--- src/rtl/hilo_muldiv_unit_pkg.sv ---
// Shared aluop codes, HILO FSM encoding and sizing helpers for the HI/LO execution unit.
package hilo_muldiv_unit_pkg;

  localparam logic [7:0] EXE_MTHI_OP  = 8'b00010001;
  localparam logic [7:0] EXE_MTLO_OP  = 8'b00010011;
  localparam logic [7:0] EXE_MULT_OP  = 8'b00011000;
  localparam logic [7:0] EXE_MULTU_OP = 8'b00011001;
  localparam logic [7:0] EXE_DIV_OP   = 8'b00011010;
  localparam logic [7:0] EXE_DIVU_OP  = 8'b00011011;

  typedef enum logic [1:0] {
    HiloIdle = 2'd0,
    HiloMul  = 2'd1,
    HiloDiv  = 2'd2
  } hilo_state_e;

  // Divider step counter runs 0..width-1.
  function automatic int unsigned hilo_div_cnt_w(input int unsigned width);
    return (width > 2) ? $clog2(width) : 1;
  endfunction

  function automatic logic is_hilo_op(input logic [7:0] op);
    return op inside {EXE_MTHI_OP, EXE_MTLO_OP, EXE_MULT_OP, EXE_MULTU_OP,
                      EXE_DIV_OP, EXE_DIVU_OP};
  endfunction

endpackage

--- src/rtl/hilo_muldiv_unit_div_radix2.sv ---
// Radix-2 restoring divider on unsigned magnitudes; one quotient bit per clock.
module hilo_muldiv_unit_div_radix2
  import hilo_muldiv_unit_pkg::*;
#(
  parameter int unsigned WIDTH = 32
) (
  input  logic             clk,
  input  logic             resetn,
  input  logic             start_i,
  input  logic             abort_i,
  input  logic [WIDTH-1:0] dividend_i,
  input  logic [WIDTH-1:0] divisor_i,
  output logic             valid_o,
  output logic [WIDTH-1:0] quo_o,
  output logic [WIDTH-1:0] rem_o
);

  localparam int unsigned CntW = hilo_div_cnt_w(WIDTH);

  logic             running_q, running_d;
  logic [CntW-1:0]  cnt_q, cnt_d;
  logic [WIDTH-1:0] rem_q, rem_d;
  logic [WIDTH-1:0] quo_q, quo_d;
  logic [WIDTH-1:0] dvs_q, dvs_d;

  logic [WIDTH:0]   partial;
  logic [WIDTH:0]   diff;
  logic [WIDTH-1:0] step_rem;
  logic [WIDTH-1:0] step_quo;

  assign partial = {rem_q, quo_q[WIDTH-1]};
  assign diff    = partial - {1'b0, dvs_q};

  // Borrow out of the trial subtract means restore (keep the shifted remainder).
  always_comb begin
    step_rem = diff[WIDTH] ? partial[WIDTH-1:0] : diff[WIDTH-1:0];
    step_quo = {quo_q[WIDTH-2:0], ~diff[WIDTH]};
  end

  assign valid_o = running_q & (cnt_q == CntW'(WIDTH - 1));
  assign quo_o   = step_quo;
  assign rem_o   = step_rem;

  always_comb begin
    running_d = running_q;
    cnt_d     = cnt_q;
    rem_d     = rem_q;
    quo_d     = quo_q;
    dvs_d     = dvs_q;
    if (abort_i) begin
      running_d = 1'b0;
    end else if (start_i) begin
      running_d = 1'b1;
      cnt_d     = '0;
      rem_d     = '0;
      quo_d     = dividend_i;
      dvs_d     = divisor_i;
    end else if (running_q) begin
      rem_d = step_rem;
      quo_d = step_quo;
      cnt_d = cnt_q + CntW'(1);
      if (valid_o) running_d = 1'b0;
    end
  end

  always_ff @(posedge clk or negedge resetn) begin
    if (!resetn) begin
      running_q <= 1'b0;
      cnt_q     <= '0;
      rem_q     <= '0;
      quo_q     <= '0;
      dvs_q     <= '0;
    end else begin
      running_q <= running_d;
      cnt_q     <= cnt_d;
      rem_q     <= rem_d;
      quo_q     <= quo_d;
      dvs_q     <= dvs_d;
    end
  end

endmodule

--- src/rtl/hilo_muldiv_unit.sv ---
// EX-stage HI/LO unit: MULT/MULTU/DIV/DIVU/MTHI/MTLO, owns HI/LO and stalls while busy.
module hilo_muldiv_unit
  import hilo_muldiv_unit_pkg::*;
#(
  parameter int unsigned WIDTH   = 32,
  parameter int unsigned MUL_LAT = 1
) (
  input  logic             clk,
  input  logic             resetn,
  input  logic             start,
  input  logic [7:0]       aluop,
  input  logic [WIDTH-1:0] a,
  input  logic [WIDTH-1:0] b,
  input  logic             flush,
  output logic             busy,
  output logic             done,
  output logic [WIDTH-1:0] hi_o,
  output logic [WIDTH-1:0] lo_o
);

  localparam int unsigned MulCntW = $clog2(MUL_LAT) + 1;

  hilo_state_e          state_q, state_d;
  logic [WIDTH-1:0]     hi_q, hi_d;
  logic [WIDTH-1:0]     lo_q, lo_d;
  logic                 done_q, done_d;
  logic [2*WIDTH-1:0]   mul_prod_q, mul_prod_d;
  logic [MulCntW-1:0]   mul_cnt_q, mul_cnt_d;
  logic                 neg_quo_q, neg_quo_d;
  logic                 neg_rem_q, neg_rem_d;

  logic                 is_mul, is_div, is_mov, op_signed, b_zero, issue;
  logic                 ext_a, ext_b;
  logic [2*WIDTH-1:0]   prod;
  logic [WIDTH-1:0]     a_mag, b_mag;
  logic                 div_start, div_abort, div_valid;
  logic [WIDTH-1:0]     div_quo, div_rem, quo_fix, rem_fix;

  assign is_mul    = (aluop == EXE_MULT_OP) || (aluop == EXE_MULTU_OP);
  assign is_div    = (aluop == EXE_DIV_OP) || (aluop == EXE_DIVU_OP);
  assign is_mov    = (aluop == EXE_MTHI_OP) || (aluop == EXE_MTLO_OP);
  assign op_signed = (aluop == EXE_MULT_OP) || (aluop == EXE_DIV_OP);
  assign b_zero    = (b == '0);
  assign issue     = start & ~flush & (state_q == HiloIdle) & is_hilo_op(aluop);

  assign ext_a = op_signed & a[WIDTH-1];
  assign ext_b = op_signed & b[WIDTH-1];

  // Low 2*WIDTH bits of the extended product are correct for both signed and unsigned forms.
  assign prod  = {{WIDTH{ext_a}}, a} * {{WIDTH{ext_b}}, b};

  assign a_mag = ext_a ? -a : a;
  assign b_mag = ext_b ? -b : b;

  assign div_start = issue & is_div & ~b_zero;
  assign div_abort = flush & (state_q == HiloDiv);

  assign quo_fix = neg_quo_q ? -div_quo : div_quo;
  assign rem_fix = neg_rem_q ? -div_rem : div_rem;

  assign busy = div_start | (issue & is_mul & (MUL_LAT > 1)) | (state_q != HiloIdle);
  assign done = done_q;
  assign hi_o = hi_q;
  assign lo_o = lo_q;

  hilo_muldiv_unit_div_radix2 #(
    .WIDTH (WIDTH)
  ) u_div (
    .clk        (clk),
    .resetn     (resetn),
    .start_i    (div_start),
    .abort_i    (div_abort),
    .dividend_i (a_mag),
    .divisor_i  (b_mag),
    .valid_o    (div_valid),
    .quo_o      (div_quo),
    .rem_o      (div_rem)
  );

  always_comb begin
    state_d    = state_q;
    hi_d       = hi_q;
    lo_d       = lo_q;
    done_d     = 1'b0;
    mul_prod_d = mul_prod_q;
    mul_cnt_d  = mul_cnt_q;
    neg_quo_d  = neg_quo_q;
    neg_rem_d  = neg_rem_q;
    unique case (state_q)
      HiloIdle: begin
        if (issue) begin
          if (is_mov) begin
            if (aluop == EXE_MTHI_OP) hi_d = a;
            else                      lo_d = a;
            done_d = 1'b1;
          end else if (is_mul) begin
            if (MUL_LAT == 1) begin
              {hi_d, lo_d} = prod;
              done_d       = 1'b1;
            end else begin
              mul_prod_d = prod;
              mul_cnt_d  = MulCntW'(1);
              state_d    = HiloMul;
            end
          end else if (b_zero) begin
            hi_d   = a;
            lo_d   = '1;
            done_d = 1'b1;
          end else begin
            neg_quo_d = op_signed & (a[WIDTH-1] ^ b[WIDTH-1]);
            neg_rem_d = ext_a;
            state_d   = HiloDiv;
          end
        end
      end
      HiloMul: begin
        if (flush) begin
          state_d = HiloIdle;
        end else if (mul_cnt_q == MulCntW'(MUL_LAT - 1)) begin
          {hi_d, lo_d} = mul_prod_q;
          done_d       = 1'b1;
          state_d      = HiloIdle;
        end else begin
          mul_cnt_d = mul_cnt_q + MulCntW'(1);
        end
      end
      HiloDiv: begin
        // Flush beats a same-cycle final divide step.
        if (flush) begin
          state_d = HiloIdle;
        end else if (div_valid) begin
          lo_d    = quo_fix;
          hi_d    = rem_fix;
          done_d  = 1'b1;
          state_d = HiloIdle;
        end
      end
      default: state_d = HiloIdle;
    endcase
  end

  always_ff @(posedge clk or negedge resetn) begin
    if (!resetn) begin
      state_q    <= HiloIdle;
      hi_q       <= '0;
      lo_q       <= '0;
      done_q     <= 1'b0;
      mul_prod_q <= '0;
      mul_cnt_q  <= '0;
      neg_quo_q  <= 1'b0;
      neg_rem_q  <= 1'b0;
    end else begin
      state_q    <= state_d;
      hi_q       <= hi_d;
      lo_q       <= lo_d;
      done_q     <= done_d;
      mul_prod_q <= mul_prod_d;
      mul_cnt_q  <= mul_cnt_d;
      neg_quo_q  <= neg_quo_d;
      neg_rem_q  <= neg_rem_d;
    end
  end

endmodule

--- config.mk ---
export PLATFORM = sky130hd
export DESIGN_NAME = hilo_muldiv_unit
export DESIGN_NICKNAME = d
export VERILOG_FILES = /design/src/rtl/hilo_muldiv_unit_pkg.sv /design/src/rtl/hilo_muldiv_unit_div_radix2.sv /design/src/rtl/hilo_muldiv_unit.sv
export SDC_FILE = /design/constraint.sdc
export NUM_CORES = 2
export LEC_CHECK = 0
export BUFFER_PORTS_ARGS = -buffer_cell sky130_fd_sc_hd__buf_2
export CAP_MARGIN = 40
export CORE_MARGIN = 2
export CORE_UTILIZATION = 60
export DETAILED_ROUTE_END_ITERATION = 7
export PLACE_DENSITY = 0.86
export SLEW_MARGIN = 5
export SYNTH_ARGS = -nofsm -noshare
export SYNTH_HDL_FRONTEND = slang
export SYNTH_SLANG_ARGS = --single-unit
--- constraint.sdc ---
create_clock -name clk -period 7.8 [get_ports clk]
set_clock_uncertainty 0.1 [all_clocks]
set_input_delay 1.17 -clock clk [delete_from_list [all_inputs] [get_ports clk]]
set_output_delay 1.17 -clock clk [all_outputs]
set_load 0.05 [all_outputs]
## After elaboration in Yosys (flattened, before gate mapping)

Index checks and enable logic that the tools add are counted.

| word-level totals | value |
|---|---|
| flip-flop bits (word level) | 172 |
| bits of input ports | 76 |
| logic and storage cells | 129 |

| cells by class | value |
|---|---|
| add/sub/neg operators | 7 |
| multiply operators | 1 |
| equality and inequality tests | 22 |
| multiplexer cells | 52 |
| bitwise operators | 18 |
| reductions and logical operators | 17 |

Operators by type and width:

| kind | number |
|---|---|
| 2-to-1 mux 32 bit | 25 |
| one-hot mux 32 bit (3 select lines) | 2 |
| negation 32 bit | 4 |
| multiplier 33 x 33 -> 64 bit | 1 |
| equality test 8 x 5 -> 1 bit (second input constant) | 6 |
| subtractor 33 x 32 -> 33 bit | 1 |
| logical NOT 32 bit | 1 |
| 2-to-1 mux 2 bit | 8 |
| != test 2 bit (second input constant) | 8 |
| AND reduction 8 bit | 2 |
| 2-to-1 mux 1 bit | 13 |
| AND 1 bit | 10 |
| 2-to-1 mux 5 bit | 2 |
| != test 3 bit (second input constant) | 3 |
| NOT 1 bit | 6 |
| one-hot mux 2 bit (3 select lines) | 1 |
| AND reduction 2 bit | 3 |
| AND reduction 6 bit | 1 |
| nonzero test 6 bit | 1 |
| adder 5 x 1 -> 5 bit (second input constant) | 1 |
| equality test 5 bit (second input constant) | 1 |
| AND reduction 5 bit | 1 |
| logical OR 1 bit | 4 |
| != test 4 bit (second input constant) | 1 |
| other kinds (10) | 11 |

## Depth between registers and ports, before layout

| logic depth | value |
|---|---|
| depth after elaboration | 8 |
| mapped depth | 37 |
| mapped depth without buffers | 34 |

## Modules after synthesis

Synthesis repeated with hierarchy kept, for this count alone.

| second synthesis, totals | value |
|---|---|
| cells, all modules | 5,815 |
| area total of the unflattened synthesis | 50,776.2 µm² |

By module, submodules not included:

| module | instances | cells each | area an instance (µm²) | sequential area each (µm²) |
|---|---|---|---|---|
| hilo_muldiv_unit | 1 | 5,112 | 44,265.0 | 1,701.6 |
| hilo_muldiv_unit_div_radix2 | 1 | 703 | 6,511.2 | 2,552.4 |

## Least setup slack after synthesis

Ideal clock, no wire load.

| path | value |
|---|---|
| path type | in2reg |
| start point | input aluop[5] |
| end point | register hi_q[28] (netlist: hi_o[28]) |
| library setup time | 0.094 ns |
| data arrival time | 10.049 ns |
| slack | -2.443 ns |
| stages on the path | 35 |
| path buffers | 3 |
| cells stage by stage | nand2b_1 -> nor4_1 -> nand2_1 -> nor2_1 -> and2_1 -> clkbuf_1 -> buf_1 -> nand2_1 -> inv_1 -> fa_1 -> inv_1 -> fa_1 -> inv_1 -> fa_1 -> fa_1 -> inv_1 -> fa_1 -> inv_1 -> fa_1 -> inv_1 -> fa_1 -> fa_1 -> inv_1 -> ha_1 -> clkbuf_1 -> nand4_1 -> or4_1 -> nor2_1 -> o31ai_1 -> a41oi_1 -> nand3_1 -> a22oi_1 -> xnor2_1 -> and3_1 -> a211oi_1 |

| between the ends | value |
|---|---|
| word-level cells in the longest chain between the ends | 8 |
| elaborated cells between the ends (all ways) | 22 |
| classes of those cells | mul (1); eq/ne (9); mux (4); bitwise (3); reduce/logical (5) |

Ends and longest elaborated chain:

| item | RTL line | text |
|---|---|---|
| start: declaration | hilo_muldiv_unit.sv:11 | `input logic [7:0] aluop,` |
| equality test 8 x 5 -> 1 bit, on equally long branches | hilo_muldiv_unit_pkg.sv:23, hilo_muldiv_unit.sv:39, hilo_muldiv_unit.sv:42 |  |
| logical OR 1 bit | hilo_muldiv_unit.sv:42 | `assign op_signed = (aluop == EXE_MULT_OP) \|\| (aluop == EXE_DIV_OP);` |
| AND 1 bit, on equally long branches | hilo_muldiv_unit.sv:46, hilo_muldiv_unit.sv:47 |  |
| multiplier 33 x 33 -> 64 bit | hilo_muldiv_unit.sv:50 | `assign prod = {{WIDTH{ext_a}}, a} * {{WIDTH{ext_b}}, b};` |
| 2-to-1 mux 32 bit | hilo_muldiv_unit.sv:96 | `end else if (is_mul) begin` |
| 2-to-1 mux 32 bit | hilo_muldiv_unit.sv:92 | `if (is_mov) begin` |
| 2-to-1 mux 32 bit | hilo_muldiv_unit.sv:91 | `if (issue) begin` |
| one-hot mux 32 bit (3 select lines) | hilo_muldiv_unit.sv:89 | `unique case (state_q)` |
| end signal: assignment | hilo_muldiv_unit.sv:154 | `hi_q <= hi_d;` |
| end: declaration | hilo_muldiv_unit.sv:24 | `logic [WIDTH-1:0] hi_q, hi_d;` |

Parallel ways exist; a longest one is shown, timed or not. The select of a mux whose other input is x is not followed.
A chain may end at the register's enable or synchronous reset.

## Final worst setup path

| path | value |
|---|---|
| start point | input aluop[2] |
| end point | register hi_q[26] (netlist: hi_o[26]) |

Same word-level chain as after synthesis.

==> flow_summary.yaml <==
clock_tree:
  clkSinkCount: 170
  cts_buffer_depth: 2
  cts_tree: "built"
  htreeDepth: 4
  cts_made_buffers: 17
  path_clk_slew_ns: 0.07
  cts-root-buf: "clkbuf_16"
  clk_latency_ns: 0.46
timing:
  clock.fmax_mhz: 110
  drv_slew: 0
  rsz0062_at_grt: "yes"
  fin_crit_sh: 1.16
  relSlewSlack: 0.352
  finalHoldViolations: 0
  min_period_ns: 9.08
  worst_pin_slew_ns: 0.960
  setup_viol: 40
  fin_ws_ns: -1.28
  holdWs_ns: 0.381
floorplanning:
  core_um2: 83700
  rows: 106
  ios: 142
  die_width_um: 295
  die_area_um2: 87000
  start_util: 0.607
  die_height_um: 295
detailed_routing:
  route.met3.wl_um: 25700
  wl_met1_um: 57900
  wl_met2_um: 78000
  detail-route-antenna-nets: 0
  top_layer_used: "met5"
  vias: 46100
  drt_wl_total_um: 177000
  first_iter_violations: 5575
  dr.pass1.iters: 8
  viasPerCell: 6.17
  drc: 10
  drt-wirelength-per-cell_um: 23.7
worst_setup_path:
  slowest_delay_ns: 0.57
  path_common_cell: "fa_1"
  arrival_ns: 9.32
  crit_fanout: 4
  cp.required_ns: 8.04
  startpoint_type: "primary input"
  critical_path.endpoint_type: "flop"
  critPathKind: "in2reg"
  crit_path_top_delay_cell: "fa_1"
logic_synthesis:
  yosys_warnings: 0
  yosysSeqAreaShare: 0.0838
  async_reset_ff_frac: 1.00
  synth.distinct_cells: 87
  synth_area_leaders: "fa_1 44%, inv_1 8.9%, dfrtp_1 8.4%"
  synth_area_leader_cell: "fa_1"
  synth_edf_count: 0
  syn_nets: 7355
  synth_cells: 5902
  netlist.area_leader.share: 0.444
  ys.flop_type: "dfrtp_1"
  avgSynthCellArea_um2: 8.60
  netlist_area_um2: 50800
  ys_ff_latch: 170
global_routing:
  grt_usage: 0.408
  grt_pass1_vias: 48900
  overflow: 0
  grt_max_degree: 88
  antenna_found_initial: 16
  grt_pass1_wl_um: 271000
layout:
  mostFrequentLayoutCell: "inv_1"
  area_delta_synth_final_pct: 17.0
  final_cell_mix: "1169 x inv_1, 1086 x fa_1, 1007 x nand2_1"
  layoutNonFillerInstCount: 7474
  layout-drive-gt1-share: 0.176
  nets: 7765
place:
  gp_congestion: 1.02
  dp_cells: 7364
  pre_cts_ws_ns: -2.00
  portBuffers: 141
  dpl.hpwl_um: 138000
worst_hold_path:
  holdCritPathClass: "reg2reg"
run_status:
  violations: "design-rule violations, negative setup slack"
  status: "complete, but fails checks"
run:
  cap_violations: 0
## per-layer routing
| metal | vias up | track usage |
|---|---|---|
| met5 | - | 0 |
| met4 | 6 | 0.285 |
| met3 | 1141 | 0.137 |
| met2 | 3765 | 0.622 |
| met1 | 22500 | 0.491 |
| li1 | 18700 | - |
## state kept, by name, indices dropped and copies added (netlist names), 5 cells and up
name	count
u_div.quo_q	32
hi_o	32
u_div.rem_q	32
u_div.dvs_q	32
lo_o	32
u_div.cnt_q	5
## worst paths after layout
check / slack [ns] / cells after the start / end / startpoint
setup / recovery: -1.28 / 34 / hi_o[26] / aluop[2]
max in group asynchronous: 5.59 / 2 / u_div.rem_q[6] / resetn
setup reg to reg: 2.29 / 18 / lo_o[28] / u_div.quo_q[31]
min in group asynchronous: 0.60 / 1 / lo_o[14] / resetn
hold reg to reg: 0.38 / 2 / hi_o[1] / hi_o[1]
hold / removal: 0.38 / 2 / hi_o[1] / hi_o[1]
## final cells by class
class                           count  area [µm²]
Tap cell                         1134        1420
Clock inverter                     14         178
Fill cell                        5487       24300
Multi-Input combinational cell   4160       42200
Timing Repair Buffer              764        6400
Inverter                         1199        4510
Sequential cell                   170        4260
Clock buffer                       18         429
Antenna cell                       15        37.5
## through the flow
step                      instance area, µm²  utilization  setup TNS [ns]
after CTS                              58500        0.700          -25.12
final                                  59400        0.710          -30.50
after detailed placement               56200        0.672          -60.58
after global placement                 56200        0.671          -54.73
after floorplan                        51600            -          -28.31
after global routing                   59400        0.710          -38.30
## logic make-up after synthesis
family,share of synthesized area
simple gates,0.166
compound gates,0.0869
flops,0.0838
fa+ha+maj,0.506
buf+inv,0.117
xor+xnor,0.0354
mux,0.00503
## what timing repair did
item | in CTS | in global routing
pin swaps | 208 | 116
endpoints found under the setup margin | 43 | 44
buffers inserted | 52 | 30
hold buffers | 0 | 0
gates resized for setup | 371 | 153
hold endpoints to repair | 0 | 0
## critical path: cells and delay by family
kind	cells	cell delay [ns]
AO/OA/AOI/OAI	9	1.63
XOR/XNOR	1	0.20
adder cells (fa/ha/maj)	9	4.37
buffers and inverters	9	0.97
AND/OR/NAND/NOR	6	0.95
## synthesized netlist by cell type, types with 7 or more instances
| library cell | n |
|---|---|
| o21a_1 | 17 |
| clkbuf_1 | 288 |
| or4_1 | 16 |
| fa_1 | 1126 |
| a22oi_1 | 7 |
| mux2i_1 | 23 |
| o31ai_1 | 32 |
| or3_1 | 27 |
| a31oi_1 | 49 |
| xor2_1 | 77 |
| o21ai_1 | 7 |
| a21o_1 | 41 |
| a211oi_1 | 51 |
| nor3b_1 | 13 |
| xnor2_1 | 128 |
| nor2_1 | 232 |
| nand2_1 | 1034 |
| nor4_1 | 18 |
| ha_1 | 251 |
| buf_2 | 8 |
| o22ai_1 | 25 |
| buf_1 | 72 |
| nand2b_1 | 21 |
| dfrtp_1 | 170 |
| a21oi_1 | 172 |
| o21ai_0 | 185 |
| o41ai_1 | 12 |
| nor3_1 | 50 |
| nand3_1 | 40 |
| nand4_1 | 20 |
| inv_1 | 1198 |
| o211ai_1 | 20 |
| a2111oi_0 | 7 |
| and2_1 | 312 |
| and3_1 | 35 |
Power is not shown: default switching activity piles up to over one toggle a cycle in this logic, so the estimate is an artifact.
